[config.mk]
export PLATFORM = sky130hd
export DESIGN_NAME = dca_matrix_lsu_row_scatter
export DESIGN_NICKNAME = d
export VERILOG_FILES = /design/src/rtl/dca_matrix_lsu_row_scatter.sv
export SDC_FILE = /design/constraint.sdc
export NUM_CORES = 1
export LEC_CHECK = 0
export CORE_ASPECT_RATIO = 0.75
export CORE_MARGIN = 1
export CORE_UTILIZATION = 45
export CTS_CLUSTER_SIZE = 25
export DETAILED_ROUTE_END_ITERATION = 16
export PLACE_DENSITY = 0.78
export RECOVER_POWER = 25
export SYNTH_ARGS = -nofsm -noshare
export SYNTH_HDL_FRONTEND = slang
export SYNTH_SLANG_ARGS = --single-unit
[constraint.sdc]
create_clock -name clk -period 8.1 [get_ports clk]
set_input_delay 0.81 -clock clk [delete_from_list [all_inputs] [get_ports clk]]
set_output_delay 0.81 -clock clk [all_outputs]
set_load 0.02 [all_outputs]
[src/rtl/dca_matrix_lsu_row_scatter.sv]
// -----------------------------------------------------------------------------
// dca_matrix_lsu_row_scatter
//
// Takes one memory-row-buffer word at a time and returns a run of
// AXI-data-width lanes from it as R beats. The run starts at the lane that
// holds the supplied bit address and wraps around the row. rlast is raised
// only on the final beat of a row that closes its transaction. A new row may
// be accepted on the same edge that retires the final beat of the current
// row, so back-to-back rows stream without a bubble.
// -----------------------------------------------------------------------------
module dca_matrix_lsu_row_scatter #(
    parameter  int BW_MEMORY_ROW_BUFFER = 256,
    parameter  int BW_AXI_DATA          = 32,
    localparam int NUM_LANE             = BW_MEMORY_ROW_BUFFER / BW_AXI_DATA,
    localparam int BW_LANE_IDX          = $clog2(NUM_LANE),
    localparam int BW_BITADDR           = $clog2(BW_MEMORY_ROW_BUFFER),
    localparam int BW_ROW_INFO          = 2 + BW_LANE_IDX + BW_BITADDR
) (
    input  logic                            clk,
    input  logic                            rst,
    input  logic                            row_valid,
    output logic                            row_ready,
    input  logic [BW_MEMORY_ROW_BUFFER-1:0] row_data,
    input  logic [BW_ROW_INFO-1:0]          row_info,
    output logic                            rvalid,
    input  logic                            rready,
    output logic [BW_AXI_DATA-1:0]          rdata,
    output logic [1:0]                      rresp,
    output logic                            rlast
);

    // Bit addresses below one lane are dropped: this many low bits.
    localparam int BW_LANE_OFS = BW_BITADDR - BW_LANE_IDX;

    typedef enum logic {
        ST_EMPTY = 1'b0,
        ST_BUSY  = 1'b1
    } state_t;

    state_t state_q;
    state_t state_d;

    // Row buffer viewed as lanes so the beat mux is a plain index.
    logic [NUM_LANE-1:0][BW_AXI_DATA-1:0] row_buf_q;
    logic [BW_LANE_IDX-1:0]               ptr_q;
    logic [BW_LANE_IDX-1:0]               cnt_q;
    logic                                 err_q;
    logic                                 txn_last_q;

    // Unpacked view of row_info {err, txn_last, num_beat_m1, bitaddr}.
    logic                   info_err;
    logic                   info_txn_last;
    logic [BW_LANE_IDX-1:0] info_num_beat_m1;
    logic [BW_LANE_IDX-1:0] info_lane;
    logic                   unused_bitaddr_lsb;

    logic row_fire;
    logic beat_fire;
    logic final_beat;

    assign info_err           = row_info[BW_ROW_INFO-1];
    assign info_txn_last      = row_info[BW_ROW_INFO-2];
    assign info_num_beat_m1   = row_info[BW_BITADDR +: BW_LANE_IDX];
    assign info_lane          = row_info[BW_BITADDR-1 -: BW_LANE_IDX];
    assign unused_bitaddr_lsb = ^row_info[BW_LANE_OFS-1:0];

    assign rvalid     = (state_q == ST_BUSY);
    assign final_beat = (cnt_q == '0);
    assign beat_fire  = rvalid & rready;
    assign row_fire   = row_valid & row_ready;

    // A row can only enter when the buffer is free or is being emptied by the
    // final beat on this very edge; reset holds the input closed.
    assign row_ready = ~rst & (~rvalid | (rready & final_beat));

    assign rdata = row_buf_q[ptr_q];
    assign rresp = err_q ? 2'b10 : 2'b00;
    assign rlast = rvalid & txn_last_q & final_beat;

    // State register: reset drops rvalid immediately, discarding any row.
    always_ff @(posedge clk or posedge rst) begin
        if (rst) begin
            state_q <= ST_EMPTY;
        end else begin
            // NOTE: every clocked assignment is non-blocking so all registers
            // update together from pre-edge values, whatever the order here.
            state_q <= state_d;
        end
    end

    // Next state: go busy on a row, fall empty after a final beat with no
    // replacement row arriving on the same edge.
    always_comb begin
        // NOTE: the default comes first so every path assigns state_d and no
        // latch is inferred.
        state_d = state_q;
        case (state_q)
            ST_EMPTY: begin
                if (row_fire) begin
                    state_d = ST_BUSY;
                end
            end
            ST_BUSY: begin
                if (beat_fire && final_beat) begin
                    state_d = row_fire ? ST_BUSY : ST_EMPTY;
                end
            end
            default: state_d = ST_EMPTY;
        endcase
    end

    // Row buffer, lane pointer, beat counter and flags: load on accept,
    // advance on a non-final beat, otherwise hold (this also keeps the beat
    // stable under backpressure).
    always_ff @(posedge clk or posedge rst) begin
        if (rst) begin
            // NOTE: the row buffer is reset on purpose so rdata reads zero
            // during and after reset instead of a stale row.
            row_buf_q  <= '0;
            ptr_q      <= '0;
            cnt_q      <= '0;
            err_q      <= 1'b0;
            txn_last_q <= 1'b0;
        end else if (row_fire) begin
            row_buf_q  <= row_data;
            ptr_q      <= info_lane;
            cnt_q      <= info_num_beat_m1;
            err_q      <= info_err;
            txn_last_q <= info_txn_last;
        end else if (beat_fire && !final_beat) begin
            // Lane count is a power of two, so the natural wrap is modulo.
            ptr_q <= ptr_q + BW_LANE_IDX'(1);
            cnt_q <= cnt_q - BW_LANE_IDX'(1);
        end
    end

endmodule

# Word-level counts from Yosys, hierarchy flattened
# Index checks and enable logic that the tools add are counted.
[totals]
romBits = 0
n_memories = 0
regBits = 265
wordCells = 40
latch_bits = 0
mem_bits_rw = 0
in_bits = 273
[op_classes]
div_mod_pow = 0
eq_ne = 0
reduce_logical = 5
order_cmp = 1
n_mul = 0
mux = 10
addsub = 2
n_shift = 0
bitwise_logic = 9
[ops]
columns = ["cell", "n"]
rows = [
  ["binary-select mux 32 bit (select 3 bit)", 1],
  ["two-way mux 32 bit", 1],
  ["two-way mux 3 bit", 4],
  ["bitwise AND 1 bit", 6],
  ["< comparator 3 x 4 -> 1 bit (second input constant)", 1],
  ["adder 3 x 1 -> 3 bit (second input constant)", 1],
  ["zero test 3 bit", 1],
  ["subtractor 3 x 1 -> 3 bit (second input constant)", 1],
  ["logical AND 1 bit", 2],
  ["two-way mux 1 bit", 2],
  ["two-way mux 2 bit", 1],
  ["inverter 1 bit", 2],
  ["case mux 1 bit (2 select lines)", 1],
  ["nonzero test 2 bit", 1],
  ["zero test 1 bit", 1],
  ["bitwise OR 1 bit", 1],
]

# Logic depth before layout (Yosys ltp)
[logic_depth]
word_depth = 8
ltp_mapped = 7

# Least setup slack after synthesis
# No wires, ideal clock.
[synth_timing]
path_type = "flip-flop to output port"
startpoint = "register ptr_q[0]"
endpoint = "output rdata[0]"
required_ns = 7.290
n_path_buf = 2
arrival_time_ns = 1.579
stages_incl_launch_ff = 5
path_slack_ns = 5.711
path_cell_list = "dfrtp_1 -> buf_6 -> buf_4 -> mux4_2 -> mux2_2"
[synth_between]
elab_chain_cells = 2
[synth_rtl]
columns = ["element", "line", "text"]
rows = [
  ["start: declaration", "45", "logic [BW_LANE_IDX-1:0] ptr_q;"],
  ["start signal: assignment", "126", "ptr_q <= info_lane;"],
  ["start signal: assignment", "132", "ptr_q <= ptr_q + BW_LANE_IDX'(1);"],
  ["binary-select mux 32 bit (select 3 bit)", "76", "assign rdata = row_buf_q[ptr_q];"],
  ["two-way mux 32 bit (not written as such)", "76", ""],
  ["end: declaration", "27", "output logic [BW_AXI_DATA-1:0] rdata,"],
]
# No other way between the ends. The select of a mux whose other input is x is not followed.

# Worst setup path after layout
[layout_timing]
startpoint = "register ptr_q[0]"
endpoint = "output rdata[28]"
# The elaborated chain is that of the path after synthesis.

==> metrics.md <==
| Metric | Value |
|---|---|
| Cell with the most instances after synthesis | dfrtp_1 |
| R2R setup slack | 4.63 ns |
| Routed wire per std cell | 20.0 um |
| Layout cells sized above 1 | 20.4% |
| Sw frac | 30.9% |
| Vias in the first global route | 7,668 |
| Vias post-DR | 7,205 |
| Worst endpoint required time | 7.29 ns |
| Site row count | about 50 |
| Worst-path fanout max | 35 |
| Wirelength, routed | ~27 mm |
| Final Setup Violations | 0 |
| Final critical-path share of the clock period | 54.5% |
| Gate Count Post-Synth | 715 |
| Overall power | roughly 6.3 mW |
| Total core area | between 0.02 and 0.03 mm2 |
| Final #Nets | 1,282 |
| Final routed DRC violation total | 0 |
| Hold WC Path Type | flop to flop |
| Status | finished, final reports clean |
| Die area | 0.0273 mm2 |
| Slew Viols, Final | 0 |
| Vias per std cell | 5.26 |
| Ys flop type | dfrtp_1 |
| Post-synth top cells | 265 x dfrtp_1, 203 x mux2_1, 87 x mux2_2 |
| Global-route wire length before repair | 43.4 mm |
| Area leader, netlist | dfrtp_1 |
| Top achievable clock speed | 227 MHz |
| Switching power | 1.94 mW |
| Hold Vio Cnt, Final | 0 |
| Syn Nets | just under 1k |
| Number of enable flip-flop cells after synthesis | 0 |
| Synth unique cells | 29 |
| GRT overflow | 0 |
| CP startpoint | ptr_q[0] |
| Die width | 190 um |
| VDD IR-drop max | 0.000304 V |
| Crit. End Element | output pin |
| Unrepaired setup endpoints after global routing | no |
| Sequential area share after synthesis | between 50% and 60% |
| Bufs on Longest Clock Path | 3 |
| Clock sinks | roughly 270 |
| Dpl hpwl | 18.6 mm |
| Critical path class | flop to output pin |
| Initial DRC Count | 300 |
| Fin Setup TNS | 0 ns |
| Worst-margin pin slew | 1.01 ns |
| I/O pins | a little over 300 |
| Hold-fix buffers, CTS | 0 |
| # Post-CTS Setup Buffers | 0 |
| Routed Antenna Nets | 0 |
| Top post-synthesis cells by area | dfrtp_1 55%, mux2_1 19%, mux4_2 12%, mux2_2 8.2%, buf_4 1.6% |
| Clock root buffer | clkbuf_16 |
| Gpl congestion | 0.787 |
| Resized cells post-CTS | 0 |
| WP data arrival | between 3 and 4 ns |
| Clock share of power | 20.3% |
| Clk_lat worst skew | 0.53 ns |
| Leak Pwr | approximately 6.5 nW |
| Cts bufs inserted | 27 |
| Total GRT Usage | 20.4% |
| Largest net degree at the start of global routing | roughly 190 |
| Int Power | 4.35 mW |
| Yosys reg bits | ~270 |
| Syn Std Cell Area | roughly 0.012 mm2 |
| Initial antenna violation count | 5 |
| Top-area cell type share of the netlist area | 55.3% |
| Syn Area/Cell | 16.8 um2 |
| Ys Warns | 0 |
| H-tree level count | 1 |
| Worst Hold Launch | row_buf_q[204] |
| Pwr per Cell Area | 390 mW/mm2 |
| First-pass detailed-route iteration total | 4 |
| Comb power frac | 41.6% |
| Number of max-cap violations | 0 |
| CP startpoint kind | flop |
| Starting Density | 46.0% |
| Synth-to-Final Area Change | 34.6% |
| Skew final | 0.0121 ns |
| I/O Buffers | 303 |
| RR Startpoint | cnt_q[0] |
| Final worst path period need | approximately 4.4 ns |
| CTS tree | done |
| Sequential Power Share | 38.2% |
| Rel. slew slack | 32.3% |
| Clock-pin slew on the worst setup and hold paths | 0.06 ns |
| Post-synth ARST share | 100% |
| Die Y | between 100 and 150 um |
[area by class of cell]
type	instances	area, um2
clock buffer	43	826
fill	1961	9900
multi-input combinational	394	4990
clock inverter	6	90.1
antenna	1	2.50
tap	344	430
sequential	265	6640
timing repair buffer	312	3130
inverter	6	26.3
[cell usage in the layout, fill, tap and decap left out, types with 5 or more instances in the layout]
cell type,n
a211oi_1,6
a31oi_1,5
buf_4,7
clkbuf_1,7
clkbuf_16,27
clkbuf_8,9
clkdlybuf4s50_1,302
dfrtp_1,262
inv_1,5
mux2_1,203
mux2_2,87
mux4_2,64
o21ai_0,5
[path summary, 6_finish.rpt]
path,endpoint,cells after the start
worst max-delay path,rdata[28],4
worst min-delay path,row_buf_q[204],1
worst max register to register,row_buf_q[170],7
worst min register to register,row_buf_q[204],1
max in group asynchronous,row_buf_q[247],4
min in group asynchronous,row_buf_q[254],3
[power by group through the flow]
stage               logic, mW  registers [mW]  clock network, mW
global route             2.82            2.50               1.36
floorplan                1.93            2.22                  0
finish                   2.61            2.40               1.28
detailed placement       2.65            2.43                  0
CTS                      2.67            2.41               1.31
global placement         2.60            2.40                  0
[critical path: stages (launching register included)]
cell	delay (ns)
dfrtp_4	0.84
buf_4	0.69
mux4_2	0.63
mux2_2	0.28
clkdlybuf4s50_1	0.54
[metal layers]
layer / share of wire (%) / track usage (%) / vias to the layer above
met4: 1.5 / 3.83 / 8
met5: 0.18 / 0 / -
met2: 45 / 31.8 / 203
met1: 45 / 28.3 / 3687
li1: - / - / 3265
met3: 8.4 / 6.52 / 42
[logic make-up (layout without fill, tap and decap cells)]
logic type	count (synthesis)	count (layout)	synth area share (%)
adder cells (fa/ha/maj)	3	3	0.313
flip-flops	265	265	55.3
other	1	2	0.0313
AO/OA/AOI/OAI	21	21	1.22
buffers and inverters	56	367	3.01
AND/OR/NAND/NOR	15	15	0.825
multiplexers	354	354	39.3
[state kept, by name, indices dropped and copies added (netlist names)]
signal      flops
txn_last_q      1
cnt_q           3
ptr_q           3
err_q           1
rvalid          1
row_buf_q     256
[metrics by stage]
stage               hold WS [ns]  setup slack (ns)  util [%]  instance area, um2  instances
global route               0.492              3.46      62.0               16100       1370
global placement           0.462              3.92      58.4               15200       1321
detailed placement         0.469              3.94      58.4               15200       1321
floorplan                  0.450              3.79         -               12000        715
finish                     0.479              3.69      62.0               16100       1371
CTS                        0.482              3.57      62.0               16100       1370
(Power assumes the default switching activity.)
